**config.mk**
```make
export PLATFORM = sky130hd
export DESIGN_NAME = wheel_speed_calculator_flat
export DESIGN_NICKNAME = d
export VERILOG_FILES = /design/src/rtl/wheel_speed_calculator_if.sv /design/src/rtl/wheel_speed_calculator.sv /design/src/flat_wrapper.sv
export SDC_FILE = /design/constraint.sdc
export NUM_CORES = 2
export LEC_CHECK = 0
export ABC_AREA = 1
export CAP_MARGIN = 10
export CORE_UTILIZATION = 23
export DETAILED_ROUTE_END_ITERATION = 16
export GPL_TIMING_DRIVEN = 0
export HOLD_SLACK_MARGIN = 0.12
export SLEW_MARGIN = 20
export SYNTH_ARGS = -nofsm -noshare
export SYNTH_HDL_FRONTEND = slang
export SYNTH_SLANG_ARGS = --single-unit
```
**constraint.sdc**
```tcl
create_clock -name WHEEL_SPEED_CALCULATOR_CLOCK_50 -period 11 [get_ports WHEEL_SPEED_CALCULATOR_CLOCK_50]
set_clock_uncertainty 0.1 [all_clocks]
set_input_delay 3.3 -clock WHEEL_SPEED_CALCULATOR_CLOCK_50 [delete_from_list [all_inputs] [get_ports WHEEL_SPEED_CALCULATOR_CLOCK_50]]
set_output_delay 3.3 -clock WHEEL_SPEED_CALCULATOR_CLOCK_50 [all_outputs]
set_load 0.05 [all_outputs]
```
**src/rtl/wheel_speed_calculator_if.sv**
```systemverilog
// Command/result bundle between the motion planner and the wheel speed calculator.
// The master issues (vx, vy, omega) with START and reads back BUSY, DONE and W1..W4.
interface wheel_speed_calculator_if #(
    parameter int unsigned DATAWIDTH_N = 32
);
    logic                          WHEEL_SPEED_CALCULATOR_START_InHigh;
    logic signed [DATAWIDTH_N-1:0] WHEEL_SPEED_CALCULATOR_VX_InBus;
    logic signed [DATAWIDTH_N-1:0] WHEEL_SPEED_CALCULATOR_VY_InBus;
    logic signed [DATAWIDTH_N-1:0] WHEEL_SPEED_CALCULATOR_OMEGA_InBus;
    logic                          WHEEL_SPEED_CALCULATOR_BUSY_OutLow;
    logic                          WHEEL_SPEED_CALCULATOR_DONE_OutHigh;
    logic signed [DATAWIDTH_N-1:0] WHEEL_SPEED_CALCULATOR_W1_OutBus;
    logic signed [DATAWIDTH_N-1:0] WHEEL_SPEED_CALCULATOR_W2_OutBus;
    logic signed [DATAWIDTH_N-1:0] WHEEL_SPEED_CALCULATOR_W3_OutBus;
    logic signed [DATAWIDTH_N-1:0] WHEEL_SPEED_CALCULATOR_W4_OutBus;

    modport master (
        output WHEEL_SPEED_CALCULATOR_START_InHigh,
        output WHEEL_SPEED_CALCULATOR_VX_InBus,
        output WHEEL_SPEED_CALCULATOR_VY_InBus,
        output WHEEL_SPEED_CALCULATOR_OMEGA_InBus,
        input  WHEEL_SPEED_CALCULATOR_BUSY_OutLow,
        input  WHEEL_SPEED_CALCULATOR_DONE_OutHigh,
        input  WHEEL_SPEED_CALCULATOR_W1_OutBus,
        input  WHEEL_SPEED_CALCULATOR_W2_OutBus,
        input  WHEEL_SPEED_CALCULATOR_W3_OutBus,
        input  WHEEL_SPEED_CALCULATOR_W4_OutBus
    );

    modport slave (
        input  WHEEL_SPEED_CALCULATOR_START_InHigh,
        input  WHEEL_SPEED_CALCULATOR_VX_InBus,
        input  WHEEL_SPEED_CALCULATOR_VY_InBus,
        input  WHEEL_SPEED_CALCULATOR_OMEGA_InBus,
        output WHEEL_SPEED_CALCULATOR_BUSY_OutLow,
        output WHEEL_SPEED_CALCULATOR_DONE_OutHigh,
        output WHEEL_SPEED_CALCULATOR_W1_OutBus,
        output WHEEL_SPEED_CALCULATOR_W2_OutBus,
        output WHEEL_SPEED_CALCULATOR_W3_OutBus,
        output WHEEL_SPEED_CALCULATOR_W4_OutBus
    );
endinterface

```
**src/rtl/wheel_speed_calculator.sv**
```systemverilog
// Mecanum inverse kinematics: (vx, vy, omega) -> four wheel speed setpoints,
// sequenced over one shared saturating Q-format multiplier.
module wheel_speed_calculator #(
    parameter int unsigned DATAWIDTH_N  = 32,
    parameter int unsigned FRACTIONAL_Q = 15,
    parameter int          K_LXLY       = 9830,
    parameter int          INV_R        = 655360
) (
    input logic                    WHEEL_SPEED_CALCULATOR_CLOCK_50,
    input logic                    WHEEL_SPEED_CALCULATOR_Reset_InLow,
    wheel_speed_calculator_if.slave bus
);
    localparam int unsigned SUM_W  = DATAWIDTH_N + 2;
    localparam int unsigned PROD_W = 2 * DATAWIDTH_N;

    typedef logic signed [DATAWIDTH_N-1:0] data_t;
    typedef logic signed [SUM_W-1:0]       sum_t;

    localparam data_t K_C     = DATAWIDTH_N'(K_LXLY);
    localparam data_t INV_R_C = DATAWIDTH_N'(INV_R);
    localparam data_t D_MAX   = {1'b0, {(DATAWIDTH_N-1){1'b1}}};
    localparam data_t D_MIN   = {1'b1, {(DATAWIDTH_N-1){1'b0}}};

    typedef enum logic [2:0] {
        ST_IDLE, ST_MULK, ST_SUM, ST_SC1, ST_SC2, ST_SC3, ST_SC4, ST_DONE
    } state_t;

    state_t state_q;
    data_t  vx_q, vy_q, om_q, k_q;
    data_t  s_q     [4];
    data_t  stage_q [3];
    data_t  w_q     [4];
    logic   busy_q, done_q;

    function automatic sum_t sx(input data_t v);
        return {{2{v[DATAWIDTH_N-1]}}, v};
    endfunction

    function automatic data_t sat_sum(input sum_t x);
        if (&x[SUM_W-1:DATAWIDTH_N-1] || ~|x[SUM_W-1:DATAWIDTH_N-1])
            return x[DATAWIDTH_N-1:0];
        return x[SUM_W-1] ? D_MIN : D_MAX;
    endfunction

    // Shared multiplier: operand selection follows the sequencer state
    data_t                     mul_a, mul_b, mul_sat;
    logic signed [PROD_W-1:0]  mul_a_x, mul_b_x, mul_full, mul_shr;

    always_comb begin
        mul_a = s_q[0];
        mul_b = INV_R_C;
        case (state_q)
            ST_MULK: begin
                mul_a = K_C;
                mul_b = om_q;
            end
            ST_SC2:  mul_a = s_q[1];
            ST_SC3:  mul_a = s_q[2];
            ST_SC4:  mul_a = s_q[3];
            default: ;
        endcase
        mul_a_x  = {{DATAWIDTH_N{mul_a[DATAWIDTH_N-1]}}, mul_a};
        mul_b_x  = {{DATAWIDTH_N{mul_b[DATAWIDTH_N-1]}}, mul_b};
        mul_full = mul_a_x * mul_b_x;
        mul_shr  = mul_full >>> FRACTIONAL_Q;
        if (&mul_shr[PROD_W-1:DATAWIDTH_N-1] || ~|mul_shr[PROD_W-1:DATAWIDTH_N-1])
            mul_sat = mul_shr[DATAWIDTH_N-1:0];
        else
            mul_sat = mul_shr[PROD_W-1] ? D_MIN : D_MAX;
    end

    sum_t  vx_x, vy_x, k_x;
    data_t sum_sat [4];

    always_comb begin
        vx_x       = sx(vx_q);
        vy_x       = sx(vy_q);
        k_x        = sx(k_q);
        sum_sat[0] = sat_sum(vx_x - vy_x - k_x);
        sum_sat[1] = sat_sum(vx_x + vy_x + k_x);
        sum_sat[2] = sat_sum(vx_x + vy_x - k_x);
        sum_sat[3] = sat_sum(vx_x - vy_x + k_x);
    end

    // Sequencer; W outputs and DONE are loaded on entry to ST_DONE so they
    // become visible in the same cycle the FSM reports completion.
    always_ff @(posedge WHEEL_SPEED_CALCULATOR_CLOCK_50 or negedge WHEEL_SPEED_CALCULATOR_Reset_InLow) begin
        if (!WHEEL_SPEED_CALCULATOR_Reset_InLow) begin
            state_q <= ST_IDLE;
            vx_q    <= '0;
            vy_q    <= '0;
            om_q    <= '0;
            k_q     <= '0;
            busy_q  <= 1'b1;
            done_q  <= 1'b0;
            for (int i = 0; i < 4; i++) begin
                s_q[i] <= '0;
                w_q[i] <= '0;
            end
            for (int i = 0; i < 3; i++) stage_q[i] <= '0;
        end else begin
            done_q <= 1'b0;
            case (state_q)
                ST_IDLE: begin
                    if (bus.WHEEL_SPEED_CALCULATOR_START_InHigh) begin
                        vx_q    <= bus.WHEEL_SPEED_CALCULATOR_VX_InBus;
                        vy_q    <= bus.WHEEL_SPEED_CALCULATOR_VY_InBus;
                        om_q    <= bus.WHEEL_SPEED_CALCULATOR_OMEGA_InBus;
                        busy_q  <= 1'b0;
                        state_q <= ST_MULK;
                    end
                end
                ST_MULK: begin
                    k_q     <= mul_sat;
                    state_q <= ST_SUM;
                end
                ST_SUM: begin
                    for (int i = 0; i < 4; i++) s_q[i] <= sum_sat[i];
                    state_q <= ST_SC1;
                end
                ST_SC1: begin
                    stage_q[0] <= mul_sat;
                    state_q    <= ST_SC2;
                end
                ST_SC2: begin
                    stage_q[1] <= mul_sat;
                    state_q    <= ST_SC3;
                end
                ST_SC3: begin
                    stage_q[2] <= mul_sat;
                    state_q    <= ST_SC4;
                end
                ST_SC4: begin
                    w_q[0]  <= stage_q[0];
                    w_q[1]  <= stage_q[1];
                    w_q[2]  <= stage_q[2];
                    w_q[3]  <= mul_sat;
                    done_q  <= 1'b1;
                    state_q <= ST_DONE;
                end
                ST_DONE: begin
                    busy_q  <= 1'b1;
                    state_q <= ST_IDLE;
                end
            endcase
        end
    end

    assign bus.WHEEL_SPEED_CALCULATOR_BUSY_OutLow  = busy_q;
    assign bus.WHEEL_SPEED_CALCULATOR_DONE_OutHigh = done_q;
    assign bus.WHEEL_SPEED_CALCULATOR_W1_OutBus    = w_q[0];
    assign bus.WHEEL_SPEED_CALCULATOR_W2_OutBus    = w_q[1];
    assign bus.WHEEL_SPEED_CALCULATOR_W3_OutBus    = w_q[2];
    assign bus.WHEEL_SPEED_CALCULATOR_W4_OutBus    = w_q[3];
endmodule

```
**src/flat_wrapper.sv**
```systemverilog
// flat-port wrapper written by rule: the top's interface ports become plain ports
module wheel_speed_calculator_flat 
#(
    parameter int unsigned DATAWIDTH_N  = 32,
    parameter int unsigned FRACTIONAL_Q = 15,
    parameter int          K_LXLY       = 9830,
    parameter int          INV_R        = 655360
)
  (WHEEL_SPEED_CALCULATOR_CLOCK_50, WHEEL_SPEED_CALCULATOR_Reset_InLow, bus_WHEEL_SPEED_CALCULATOR_START_InHigh, bus_WHEEL_SPEED_CALCULATOR_VX_InBus, bus_WHEEL_SPEED_CALCULATOR_VY_InBus, bus_WHEEL_SPEED_CALCULATOR_OMEGA_InBus, bus_WHEEL_SPEED_CALCULATOR_BUSY_OutLow, bus_WHEEL_SPEED_CALCULATOR_DONE_OutHigh, bus_WHEEL_SPEED_CALCULATOR_W1_OutBus, bus_WHEEL_SPEED_CALCULATOR_W2_OutBus, bus_WHEEL_SPEED_CALCULATOR_W3_OutBus, bus_WHEEL_SPEED_CALCULATOR_W4_OutBus);
  wheel_speed_calculator_if #(.DATAWIDTH_N(DATAWIDTH_N)) bus_i ();
  input logic WHEEL_SPEED_CALCULATOR_CLOCK_50;
  input logic WHEEL_SPEED_CALCULATOR_Reset_InLow;
  input wire logic [$bits(bus_i.WHEEL_SPEED_CALCULATOR_START_InHigh)-1:0] bus_WHEEL_SPEED_CALCULATOR_START_InHigh;
  input wire logic [$bits(bus_i.WHEEL_SPEED_CALCULATOR_VX_InBus)-1:0] bus_WHEEL_SPEED_CALCULATOR_VX_InBus;
  input wire logic [$bits(bus_i.WHEEL_SPEED_CALCULATOR_VY_InBus)-1:0] bus_WHEEL_SPEED_CALCULATOR_VY_InBus;
  input wire logic [$bits(bus_i.WHEEL_SPEED_CALCULATOR_OMEGA_InBus)-1:0] bus_WHEEL_SPEED_CALCULATOR_OMEGA_InBus;
  output wire logic [$bits(bus_i.WHEEL_SPEED_CALCULATOR_BUSY_OutLow)-1:0] bus_WHEEL_SPEED_CALCULATOR_BUSY_OutLow;
  output wire logic [$bits(bus_i.WHEEL_SPEED_CALCULATOR_DONE_OutHigh)-1:0] bus_WHEEL_SPEED_CALCULATOR_DONE_OutHigh;
  output wire logic [$bits(bus_i.WHEEL_SPEED_CALCULATOR_W1_OutBus)-1:0] bus_WHEEL_SPEED_CALCULATOR_W1_OutBus;
  output wire logic [$bits(bus_i.WHEEL_SPEED_CALCULATOR_W2_OutBus)-1:0] bus_WHEEL_SPEED_CALCULATOR_W2_OutBus;
  output wire logic [$bits(bus_i.WHEEL_SPEED_CALCULATOR_W3_OutBus)-1:0] bus_WHEEL_SPEED_CALCULATOR_W3_OutBus;
  output wire logic [$bits(bus_i.WHEEL_SPEED_CALCULATOR_W4_OutBus)-1:0] bus_WHEEL_SPEED_CALCULATOR_W4_OutBus;
  assign bus_i.WHEEL_SPEED_CALCULATOR_START_InHigh = bus_WHEEL_SPEED_CALCULATOR_START_InHigh;
  assign bus_i.WHEEL_SPEED_CALCULATOR_VX_InBus = bus_WHEEL_SPEED_CALCULATOR_VX_InBus;
  assign bus_i.WHEEL_SPEED_CALCULATOR_VY_InBus = bus_WHEEL_SPEED_CALCULATOR_VY_InBus;
  assign bus_i.WHEEL_SPEED_CALCULATOR_OMEGA_InBus = bus_WHEEL_SPEED_CALCULATOR_OMEGA_InBus;
  assign bus_WHEEL_SPEED_CALCULATOR_BUSY_OutLow = bus_i.WHEEL_SPEED_CALCULATOR_BUSY_OutLow;
  assign bus_WHEEL_SPEED_CALCULATOR_DONE_OutHigh = bus_i.WHEEL_SPEED_CALCULATOR_DONE_OutHigh;
  assign bus_WHEEL_SPEED_CALCULATOR_W1_OutBus = bus_i.WHEEL_SPEED_CALCULATOR_W1_OutBus;
  assign bus_WHEEL_SPEED_CALCULATOR_W2_OutBus = bus_i.WHEEL_SPEED_CALCULATOR_W2_OutBus;
  assign bus_WHEEL_SPEED_CALCULATOR_W3_OutBus = bus_i.WHEEL_SPEED_CALCULATOR_W3_OutBus;
  assign bus_WHEEL_SPEED_CALCULATOR_W4_OutBus = bus_i.WHEEL_SPEED_CALCULATOR_W4_OutBus;
  wheel_speed_calculator #(.DATAWIDTH_N(DATAWIDTH_N), .FRACTIONAL_Q(FRACTIONAL_Q), .K_LXLY(K_LXLY), .INV_R(INV_R)) u_core (.WHEEL_SPEED_CALCULATOR_CLOCK_50(WHEEL_SPEED_CALCULATOR_CLOCK_50), .WHEEL_SPEED_CALCULATOR_Reset_InLow(WHEEL_SPEED_CALCULATOR_Reset_InLow), .bus(bus_i));
endmodule
```
==> results.md <==
- CTS clk-pin slew, worst paths: approximately 0.060 ns
- CP required: approximately 12 ns
- Mapped Avg Cell Area: between 8 and 9 um2
- Commonest non-fill, non-tap cell in the layout: nand2_1
- Sequential share of the synthesized area: a little under a fifth
- Worst-path cell with the longest stage delay: clkbuf_2
- Initial Utilization: between 20 and 25%
- Adder-Cell Fraction of Synth Area: around 41%
- Via count: 51250
- GP Congestion: 1.00
- Hold Path Cell Cnt: 2
- Vias in the first global route: ~52000
- Worst min path class: flop to flop
- Final min period: 10.71 ns
- EDFF count, synth: 0
- Setup tns final: 0 ns
- Synthesized instance count: 7742
- Async S/R FF share, synth: 100%
- Pre-CTS setup slack: -0.474 ns
- Layout cells sized above 1: between 4 and 5%
- Overall routing resource usage: 15.1%
- Most frequent cells in the layout: 2164 x nand2_1, 1668 x inv_1, 1087 x fa_1
- First-pass GRT wire length: between 300000 and 400000 um
- Actual slew at the worst max-slew pin: about 1.1 ns
- Starting DRT DRC Count: ~4400
- Fmax: roughly 93 MHz
- Synth Register Bits: around 490
- Die area: between 0.2 and 0.3 mm2
- Detail Route Antenna Nets: 0
- Largest family of logic cells by synthesized area: adder cells
- Worst-path fanout max: 10
- IO Pins: 229
- Rows: roughly 190
- Initial antenna violation count: 9
- Crit path kind: flop to flop
- Worst skew pair latency: 0.70 ns
- CTS Root Cell: clkbuf_16
- Remaining DRCs: 0
- Critical path capture point type: flop
- Placed insts: roughly 12000
- DRT Wirelength: between 200000 and 250000 um
- Post-Synth Simple-Gate Area: between 15 and 20%
- Pre-antenna DRT Iters: 5
- Hpwl dp: between 150000 and 200000 um
- Slowest stage delay, CP: between 0.5 and 0.6 ns
- XOR/XNOR Fraction of Synth Area: just under 3%
- Worst R2R Path Depth: 35
- Core Area: about 0.28 mm2
- CTS tree: yes
- Post-layout worst setup margin: around 0.29 ns
- Max clock buf depth: 3
- Vias per Instance: 4.09
- Status: finished, final reports clean
- CP arrival: between 10 and 15 ns
- Gr ovfl total: 0
- MaxCap Viol Count: 0
- H-Tree Depth: 2
- Hold Vio Cnt, Final: 0
- Die height: approximately 530 um
- Mux share of post-synthesis cell area: 0%
- Startpoint class of the critical path: flop
- Setup-failing EPs final: 0
- Synth cell types: 60
- Number of port buffers: 228
- Compound-Gate Fraction of Synth Area: between 7 and 8%
- Clock sinks: between 400 and 500
- Die width: ~530 um
- Routed length per instance: between 15 and 20 um
- Post-Syn Area: around 0.064 mm2
- Relative slew margins: 27.0%
- Pins Over Slew Limit: 0
- TritonCTS buffer count: 56
- Area Overhead vs Synth: 18.7%
- Post-route insts no fill: approximately 13000
- Main synth FF type: dfrtp_1
- Fin crit share: between 90% and 100%
- RSZ-0062 raised after global routing: false
- Largest net degree at the start of global routing: 96
- Synthesis warning total: 0
- Final net count: 10352
-- cells by family (layout without fill, tap and decap cells) --
kind of cell / after synthesis / in the layout
compound gates: 786 / 786
flops: 485 / 485
other cells: 2 / 761
simple gates: 2874 / 2874
fa+ha+maj: 1463 / 1463
buf+inv: 1919 / 2257
xor+xnor: 213 / 213
-- per-stage QoR --
step | util (%) | cell area, um2 | hold slack [ns]
CTS | 27.5 | 76000 | 0.360
finish | 27.5 | 76100 | 0.368
floorplan | - | 66900 | 0.349
global route | 27.5 | 76100 | 0.387
detailed placement | 26.8 | 74000 | 0.358
global placement | 26.7 | 73900 | 0.357
-- registers in the layout, summed over array words and instances, names as in the netlist --
name	flops
u_core.bus.WHEEL_SPEED_CALCULATOR_BUSY_OutLow	1
u_core.bus.WHEEL_SPEED_CALCULATOR_DONE_OutHigh	1
u_core.bus.WHEEL_SPEED_CALCULATOR_W1_OutBus	32
u_core.bus.WHEEL_SPEED_CALCULATOR_W2_OutBus	32
u_core.bus.WHEEL_SPEED_CALCULATOR_W3_OutBus	32
u_core.bus.WHEEL_SPEED_CALCULATOR_W4_OutBus	32
u_core.k_q	32
u_core.om_q	32
u_core.s_q	128
u_core.stage_q	96
u_core.state_q	3
u_core.vx_q	32
u_core.vy_q	32
-- cell type report --
cell class	count	area (um2)
fill	30150	201000
multi-input combinational	6094	47500
sequential	485	12100
inverter	1696	6370
tap	3705	4640
timing repair buffer	234	2450
clock buffer	81	1660
buffer	223	996
clock inverter	23	328
antenna	3	7.51
-- cell usage after synthesis (62+ instances only) --
cell type,n,area share (%)
a21oi_1,289,2.3
a21boi_0,68,0.80
dfrtp_1,484,19
nand3_1,126,0.98
or2_2,62,0.61
ha_1,376,7.3
fa_1,1087,34
o21ai_0,183,1.4
clkbuf_1,137,0.80
a21boi_1,63,0.74
xor2_1,185,2.5
inv_1,1668,9.8
nor2_1,355,2.1
nand2_1,2164,13
-- routing by layer --
| metal | global-route usage (%) | vias to the layer above | wire, um |
|---|---|---|---|
| met2 | 24.3 | 1333 | 95100 |
| met4 | 4.28 | 8 | 6490 |
| li1 | - | 24342 | - |
| met3 | 2.14 | 243 | 12600 |
| met1 | 21.1 | 25324 | 95800 |
| met5 | 0 | - | 51 |
-- worst paths after layout --
kind	startpoint	to	slack (ns)
min in group asynchronous	WHEEL_SPEED_CALCULATOR_Reset_InLow	u_core.vx_q[18]	2.52
setup reg to reg	u_core.state_q[1]	u_core.bus.WHEEL_SPEED_CALCULATOR_W4_OutBus[4]	0.29
hold reg to reg	u_core.stage_q[43]	u_core.bus.WHEEL_SPEED_CALCULATOR_W2_OutBus[11]	0.37
setup / recovery	u_core.state_q[1]	u_core.bus.WHEEL_SPEED_CALCULATOR_W4_OutBus[4]	0.29
max in group asynchronous	WHEEL_SPEED_CALCULATOR_Reset_InLow	u_core.om_q[11]	6.47
hold / removal	u_core.stage_q[43]	u_core.bus.WHEEL_SPEED_CALCULATOR_W2_OutBus[11]	0.37
-- worst max-delay path: cells and delay by family (launching register included) --
family | cells | cell delay, ns
DFF | 1 | 0.45
buffers and inverters | 6 | 1.66
and+or+nand+nor | 20 | 4.13
adders and majority gates | 9 | 4.31
-- repair_timing --
item	4_1_cts	5_1_grt
hold buffers	0	0
setup endpoints to repair	155	155
buffers inserted	0	0
gates resized for setup	4	17
cloned	0	0
Power is left out: the tool's default activity adds up to more than one toggle a clock period on the data nets, which glitch-free logic cannot reach.
